**src/rtl/rca_operand_fetch_pkg.sv**
```systemverilog
// Shared types and sizing for the RCA operand fetch path.
package rca_types;

    localparam int NUM_SRC      = 5;
    localparam int NUM_RD_PORTS = 2;
    localparam int XLEN         = 32;
    localparam int NUM_RCAS     = 4;
    localparam int ID_W         = 3;
    localparam int REG_AW       = 5;
    localparam int SEL_W        = $clog2(NUM_RCAS);
    localparam int BEATS        = (NUM_SRC + NUM_RD_PORTS - 1) / NUM_RD_PORTS;
    localparam int BEAT_W       = (BEATS > 1) ? $clog2(BEATS) : 1;

    typedef logic [SEL_W-1:0]                  rca_sel_t;
    typedef logic [NUM_SRC-1:0][REG_AW-1:0]    rca_src_addrs_t;

    typedef enum logic [1:0] {
        S_IDLE  = 2'd0,
        S_READ  = 2'd1,
        S_DRAIN = 2'd2,
        S_ISSUE = 2'd3
    } rca_fetch_state_t;

endpackage

```
**src/rtl/rca_operand_fetch.sv**
```systemverilog
// Gathers the source operands of one RCA operation through a few register-file
// read ports and hands the complete operand set to the RCA unit.
module rca_operand_fetch
    import rca_types::*;
(
    input  logic                          clk,
    input  logic                          rst,
    input  logic                          req_valid,
    output logic                          req_ready,
    input  logic [SEL_W-1:0]              req_rca_sel,
    input  logic [ID_W-1:0]               req_id,
    input  logic                          flush,
    output logic [SEL_W-1:0]              cfg_rca_sel,
    input  logic [NUM_SRC*REG_AW-1:0]     cfg_src_addrs,
    output logic [NUM_RD_PORTS*REG_AW-1:0] rf_rd_addr,
    input  logic [NUM_RD_PORTS*XLEN-1:0]  rf_rd_data,
    output logic                          issue_valid,
    input  logic                          issue_ready,
    output logic [ID_W-1:0]               issue_id,
    output logic [SEL_W-1:0]              issue_rca_sel,
    output logic [NUM_SRC*XLEN-1:0]       issue_ops,
    output logic                          busy
);

    rca_fetch_state_t                       state_q, state_d;
    logic [BEAT_W-1:0]                      beat_q, beat_d;
    rca_sel_t                               sel_q, sel_d;
    logic [ID_W-1:0]                        id_q, id_d;
    logic                                   valid_q, valid_d;
    logic                                   cap_q, cap_d;
    logic [BEAT_W-1:0]                      cap_beat_q, cap_beat_d;
    logic [NUM_RD_PORTS-1:0][REG_AW-1:0]    cap_addr_q, cap_addr_d;
    logic [NUM_SRC-1:0][XLEN-1:0]           ops_q, ops_d;

    rca_src_addrs_t                         src_s;
    logic [NUM_RD_PORTS-1:0][REG_AW-1:0]    rd_addr_s;
    logic [NUM_RD_PORTS-1:0][XLEN-1:0]      rd_data_s;

    assign src_s     = cfg_src_addrs;
    assign rd_data_s = rf_rd_data;

    // Read-port address mux: slot s goes out on port s%P during beat s/P.
    always_comb begin
        for (int p = 0; p < NUM_RD_PORTS; p++) begin
            rd_addr_s[p] = {REG_AW{1'b0}};
        end
        for (int s = 0; s < NUM_SRC; s++) begin
            rd_addr_s[s % NUM_RD_PORTS] =
                ((state_q == S_READ) && (beat_q == BEAT_W'(s / NUM_RD_PORTS)))
                ? src_s[s] : rd_addr_s[s % NUM_RD_PORTS];
        end
    end

    // Next-state, beat sequencing and operand capture.
    always_comb begin
        state_d    = state_q;
        beat_d     = beat_q;
        sel_d      = sel_q;
        id_d       = id_q;
        valid_d    = valid_q;
        cap_d      = 1'b0;
        cap_beat_d = beat_q;
        cap_addr_d = rd_addr_s;

        // Data returns one cycle after its address; address x0 reads as zero.
        for (int s = 0; s < NUM_SRC; s++) begin
            if (cap_q && (cap_beat_q == BEAT_W'(s / NUM_RD_PORTS))) begin
                if (cap_addr_q[s % NUM_RD_PORTS] == {REG_AW{1'b0}}) begin
                    ops_d[s] = {XLEN{1'b0}};
                end else begin
                    ops_d[s] = rd_data_s[s % NUM_RD_PORTS];
                end
            end else begin
                ops_d[s] = ops_q[s];
            end
        end

        case (state_q)
            S_IDLE: begin
                if (req_valid && !flush) begin
                    sel_d   = req_rca_sel;
                    id_d    = req_id;
                    beat_d  = {BEAT_W{1'b0}};
                    state_d = S_READ;
                end else begin
                    state_d = S_IDLE;
                end
            end
            S_READ: begin
                cap_d = !flush;
                if (flush) begin
                    state_d = S_IDLE;
                end else if (beat_q == BEAT_W'(BEATS - 1)) begin
                    state_d = S_DRAIN;
                end else begin
                    beat_d = beat_q + BEAT_W'(1);
                end
            end
            S_DRAIN: begin
                if (flush) begin
                    state_d = S_IDLE;
                end else begin
                    state_d = S_ISSUE;
                    valid_d = 1'b1;
                end
            end
            S_ISSUE: begin
                if (flush || issue_ready) begin
                    state_d = S_IDLE;
                    valid_d = 1'b0;
                end else begin
                    state_d = S_ISSUE;
                end
            end
            default: begin
                state_d = S_IDLE;
                valid_d = 1'b0;
            end
        endcase
    end

    // State and datapath registers with synchronous reset.
    always_ff @(posedge clk) begin
        if (rst) begin
            state_q    <= S_IDLE;
            beat_q     <= {BEAT_W{1'b0}};
            sel_q      <= {SEL_W{1'b0}};
            id_q       <= {ID_W{1'b0}};
            valid_q    <= 1'b0;
            cap_q      <= 1'b0;
            cap_beat_q <= {BEAT_W{1'b0}};
            cap_addr_q <= '0;
            ops_q      <= '0;
        end else begin
            state_q    <= state_d;
            beat_q     <= beat_d;
            sel_q      <= sel_d;
            id_q       <= id_d;
            valid_q    <= valid_d;
            cap_q      <= cap_d;
            cap_beat_q <= cap_beat_d;
            cap_addr_q <= cap_addr_d;
            ops_q      <= ops_d;
        end
    end

    // Flush must suppress an issue in the very cycle it arrives.
    assign issue_valid   = valid_q && !flush;
    assign req_ready     = (state_q == S_IDLE) && !flush;
    assign busy          = (state_q != S_IDLE);
    assign cfg_rca_sel   = sel_q;
    assign issue_rca_sel = sel_q;
    assign issue_id      = id_q;
    assign issue_ops     = ops_q;
    assign rf_rd_addr    = rd_addr_s;

endmodule
```
**config.mk**
```make
export PLATFORM = sky130hd
export DESIGN_NAME = rca_operand_fetch
export DESIGN_NICKNAME = d
export VERILOG_FILES = /design/src/rtl/rca_operand_fetch_pkg.sv /design/src/rtl/rca_operand_fetch.sv
export SDC_FILE = /design/constraint.sdc
export NUM_CORES = 1
export LEC_CHECK = 0
export BUFFER_PORTS_ARGS = -buffer_cell sky130_fd_sc_hd__buf_2
export CAP_MARGIN = 20
export CELL_PAD_IN_SITES_DETAIL_PLACEMENT = 2
export CELL_PAD_IN_SITES_GLOBAL_PLACEMENT = 2
export CORE_ASPECT_RATIO = 1.2
export CORE_MARGIN = 2
export CORE_UTILIZATION = 30
export DETAILED_ROUTE_END_ITERATION = 8
export GPL_TIMING_DRIVEN = 0
export PLACE_DENSITY_LB_ADDON = 0.1
export SLEW_MARGIN = 20
export SYNTH_ARGS = -nofsm -noshare
export SYNTH_HDL_FRONTEND = slang
export SYNTH_SLANG_ARGS = --single-unit
```
**constraint.sdc**
```tcl
create_clock -name clk -period 2.8 [get_ports clk]
set_clock_uncertainty 0.1 [all_clocks]
set_input_delay 0.14 -clock clk [delete_from_list [all_inputs] [get_ports clk]]
set_output_delay 0.14 -clock clk [all_outputs]
set_load 0.02 [all_outputs]
```
==> impl_metrics.xml <==
<?xml version="1.0" encoding="UTF-8"?>
<metrics>
  <group name="synth">
    <metric name="synth.avg_cell_area" unit="sq um">9.44</metric>
    <metric name="synthesis.area" unit="sq um">6970</metric>
    <metric name="async_reset_ff_frac" unit="">0</metric>
    <metric name="edff_count_synth" unit="">0</metric>
    <metric name="synth_cell_types" unit="">35</metric>
    <metric name="synth-warning-count" unit="">0</metric>
    <metric name="synth-main-ff-cell" unit="">sky130_fd_sc_hd__dfxtp_1</metric>
    <metric name="syn-num-nets" unit="">840</metric>
    <metric name="synth_cells" unit="">738</metric>
    <metric name="ys_ff_latch" unit="">183</metric>
    <metric name="synth_sequential_area_ratio" unit="">0.526</metric>
  </group>
  <group name="place">
    <metric name="detailed_place_hpwl" unit="um">21000</metric>
    <metric name="placed_cells_incl_taps" unit="">1330</metric>
    <metric name="post-place-ws" unit="ps">594</metric>
    <metric name="gp_congestion" unit="">0.752</metric>
    <metric name="place.port_buffers" unit="">277</metric>
  </group>
  <group name="layout">
    <metric name="synthToLayoutAreaGrowth" unit="%">46.5</metric>
    <metric name="post_route_cells_drive_above_1_share" unit="">0.299</metric>
    <metric name="fill_cells" unit="">2517</metric>
    <metric name="finish.net_count" unit="">1225</metric>
    <metric name="instances_no_fill" unit="">1449</metric>
    <metric name="num_antenna_cells" unit="">0</metric>
  </group>
  <group name="setup_path">
    <metric name="crit_path_start_kind" unit="">register</metric>
    <metric name="critPathArrivalTime" unit="ps">2200</metric>
    <metric name="worst_reg2reg_startpoint" unit="">beat_q[0]</metric>
    <metric name="crit_start" unit="">beat_q[1]</metric>
    <metric name="worstSetupEndpointType" unit="">output pin</metric>
    <metric name="critPathRequiredTime" unit="ps">2560</metric>
    <metric name="critical_path_fanout_max" unit="">10</metric>
    <metric name="worstSetupPathType" unit="">register to output pin</metric>
  </group>
  <group name="die">
    <metric name="dieArea" unit="sq um">24500</metric>
    <metric name="number_of_rows_created_at_floorplan" unit="">61</metric>
    <metric name="core-area" unit="sq um">23000</metric>
    <metric name="io_pins" unit="">279</metric>
    <metric name="initial_utilization" unit="">0.303</metric>
    <metric name="dieHeight" unit="um">171</metric>
    <metric name="die_x" unit="um">143</metric>
  </group>
  <group name="route">
    <metric name="drt.antenna.violating_nets" unit="">0</metric>
    <metric name="drt_iter0_markers" unit="">239</metric>
    <metric name="postRouteWirelength" unit="um">30300</metric>
    <metric name="drc" unit="">0</metric>
    <metric name="route.detailed.wl_per_inst" unit="um">20.9</metric>
    <metric name="vias" unit="">7431</metric>
    <metric name="avgViaCountPerCell" unit="">5.13</metric>
    <metric name="drt-pass1-iter-count" unit="">4</metric>
  </group>
  <group name="clock_network">
    <metric name="cts-root-to-sink-buffers" unit="">2</metric>
    <metric name="cts_htree_levels" unit="">4</metric>
    <metric name="tritoncts" unit="">yes</metric>
    <metric name="cts.hold.buffers_added" unit="">89</metric>
    <metric name="clkTransAtPathRegs" unit="ps">70</metric>
    <metric name="post-cts-setup-buffers" unit="">0</metric>
    <metric name="cts_made_buffers" unit="">17</metric>
    <metric name="cts-root-buf" unit="">sky130_fd_sc_hd__clkbuf_16</metric>
    <metric name="worstSkewPairLatency" unit="ps">430</metric>
    <metric name="post_cts.resized_instances" unit="">0</metric>
    <metric name="cts_num_sinks" unit="">183</metric>
  </group>
  <group name="sta">
    <metric name="fin_crit_sh" unit="">0.871</metric>
    <metric name="finalHoldViolations" unit="">0</metric>
    <metric name="worst_pin_slew" unit="ps">830</metric>
    <metric name="timing.final.max_slew_violations" unit="">0</metric>
    <metric name="rsz0062_at_grt" unit="">no</metric>
    <metric name="postLayoutSetupSlackWorst" unit="ps">362</metric>
    <metric name="max_clock_freq" unit="GHz">0.410</metric>
    <metric name="setup_viol" unit="">0</metric>
    <metric name="timing.setup.tns" unit="ps">0</metric>
    <metric name="layout_min_cycle_time" unit="ps">2440</metric>
    <metric name="worst_slew_margin_rel" unit="">0.447</metric>
  </group>
  <group name="power_and_ir_drop">
    <metric name="power_density" unit="nW/um^2">546</metric>
    <metric name="peakVddDrop" unit="V">0.000408</metric>
    <metric name="p_leak" unit="nW">4.38</metric>
  </group>
  <group name="hold_path">
    <metric name="timing.hold.worst.start" unit="">cfg_src_addrs[4]</metric>
    <metric name="min-delay-path-class" unit="">primary input to register</metric>
  </group>
  <group name="global_routing">
    <metric name="vias_in_the_first_global_route" unit="">8106</metric>
    <metric name="pin_count_of_the_biggest_net_entering_global_routing" unit="">17</metric>
    <metric name="grt_pass1_wl" unit="um">46300</metric>
    <metric name="globalRoute.totalOverflow" unit="">0</metric>
    <metric name="antenna_found_initial" unit="">0</metric>
    <metric name="global_route.usage.total" unit="">0.246</metric>
  </group>
  <group name="status">
    <metric name="result_of_the_run" unit="">complete, no violations</metric>
  </group>
  <group name="job">
    <metric name="max_cap_violations" unit="">0</metric>
  </group>
</metrics>
[registers in the layout, summed over array words and instances, names as in the netlist]
signal       count
beat_q           2
cap_addr_q      10
cap_beat_q       2
cap_q            1
cfg_rca_sel      2
issue_id         3
issue_ops      160
state_q          2
valid_q          1
[Yosys cell counts, drive strengths merged, types with 3 or more instances]
library cell,count,share of area
o31ai,160,0.17
nor2,22,0.014
nand2b,4,0.0036
buf,37,0.032
clkbuf,49,0.026
nor2b,8,0.0072
a22oi,5,0.0054
nor3,11,0.0079
ha,3,0.0054
mux2i,5,0.0072
nand3b,39,0.042
nand2,64,0.034
dfxtp,183,0.53
inv,3,0.0016
a221oi,5,0.0063
nand3,123,0.088
[final cells by class]
cell class              instances  area [sq um]  area share
well taps                     315           394      0.0386
plain buffers                  86           408      0.0400
clock buffers                  17           425      0.0417
clock inverters                13           145      0.0142
flip-flops and latches        183          3660       0.359
multi-input cells             465          2880       0.282
repair buffers                366          2280       0.223
inverters                       4          15.0     0.00147
[report_power, final]
part	internal, mW	total (mW)	leakage [nW]	switching, mW
Clock	1.31	2.41	0.261	1.09
Combinational	0.224	0.547	2.65	0.323
Sequential	2.61	2.62	1.47	0.00752
Total	4.15	5.58	4.38	1.42
[cell families (layout without fill, tap and decap cells)]
logic type      Yosys count  count (layout)  share of synthesized area
buf+inv                  90             486                     0.0607
fa+ha+maj                 3               3                    0.00539
simple gates            279             279                      0.209
flops                   183             183                      0.526
compound gates          178             178                      0.192
mux                       5               5                    0.00718
[cells in the final DEF, fill, tap and decap left out, types with 3 or more instances in the layout]
master | synthesis | layout
sky130_fd_sc_hd__buf_2 | 14 | 291
sky130_fd_sc_hd__dfxtp_1 | 183 | 183
sky130_fd_sc_hd__o31ai_1 | 160 | 160
sky130_fd_sc_hd__nand3_1 | 123 | 123
sky130_fd_sc_hd__dlygate4sd3_1 | 0 | 89
sky130_fd_sc_hd__nand2_1 | 64 | 64
sky130_fd_sc_hd__clkbuf_1 | 49 | 49
sky130_fd_sc_hd__nand3b_1 | 39 | 39
sky130_fd_sc_hd__nor2_1 | 20 | 20
sky130_fd_sc_hd__clkbuf_16 | 0 | 17
sky130_fd_sc_hd__nor3_1 | 11 | 11
sky130_fd_sc_hd__buf_1 | 10 | 10
sky130_fd_sc_hd__nor2b_1 | 8 | 8
sky130_fd_sc_hd__buf_4 | 8 | 8
sky130_fd_sc_hd__clkinvlp_4 | 0 | 6
sky130_fd_sc_hd__a221oi_1 | 5 | 5
sky130_fd_sc_hd__a22oi_1 | 5 | 5
sky130_fd_sc_hd__buf_6 | 5 | 5
sky130_fd_sc_hd__mux2i_1 | 5 | 5
sky130_fd_sc_hd__nand2b_1 | 4 | 4
sky130_fd_sc_hd__inv_6 | 0 | 4
sky130_fd_sc_hd__inv_1 | 3 | 3
sky130_fd_sc_hd__ha_1 | 3 | 3
[routing by layer]
layer | part of all wire | vias to the layer above | wire length, um | GRT usage
li1 | - | 3490 | - | -
met2 | 0.51 | 204 | 15300 | 0.438
met1 | 0.43 | 3699 | 13100 | 0.299
met5 | 0 | - | 0 | 0
met3 | 0.040 | 38 | 1200 | 0.0448
met4 | 0.022 | 0 | 654 | 0.0783
[metrics by stage]
stage | utilization | power [mW] | instance area, sq um | hold slack, ps
5_1_grt | 0.444 | 5.79 | 10200 | 20.8
2_1_floorplan | - | 2.92 | 6970 | 187
4_1_cts | 0.444 | 5.63 | 10200 | 2.26
3_5_place_dp | 0.381 | 3.13 | 8750 | 292
3_3_place_gp | 0.381 | 3.12 | 8750 | 273
6_report | 0.444 | 5.58 | 10200 | 13.8
[critical path, stage by stage (launching register included)]
cell,delay (ps)
sky130_fd_sc_hd__dfxtp_1,340
sky130_fd_sc_hd__inv_1,70
sky130_fd_sc_hd__ha_1,200
sky130_fd_sc_hd__nor2b_1,140
sky130_fd_sc_hd__clkbuf_1,390
sky130_fd_sc_hd__a221oi_1,200
sky130_fd_sc_hd__nor3_1,220
sky130_fd_sc_hd__buf_2,200
[path summary, 6_finish.rpt]
path	endpoint	slack, ps	depth (start not counted)
min reg2reg	issue_ops[39]	370	2
max	rf_rd_addr[2]	360	7
max reg2reg	cap_addr_q[1]	400	7
min	cap_addr_q[4]	10	3
(Power assumes the default switching activity.)
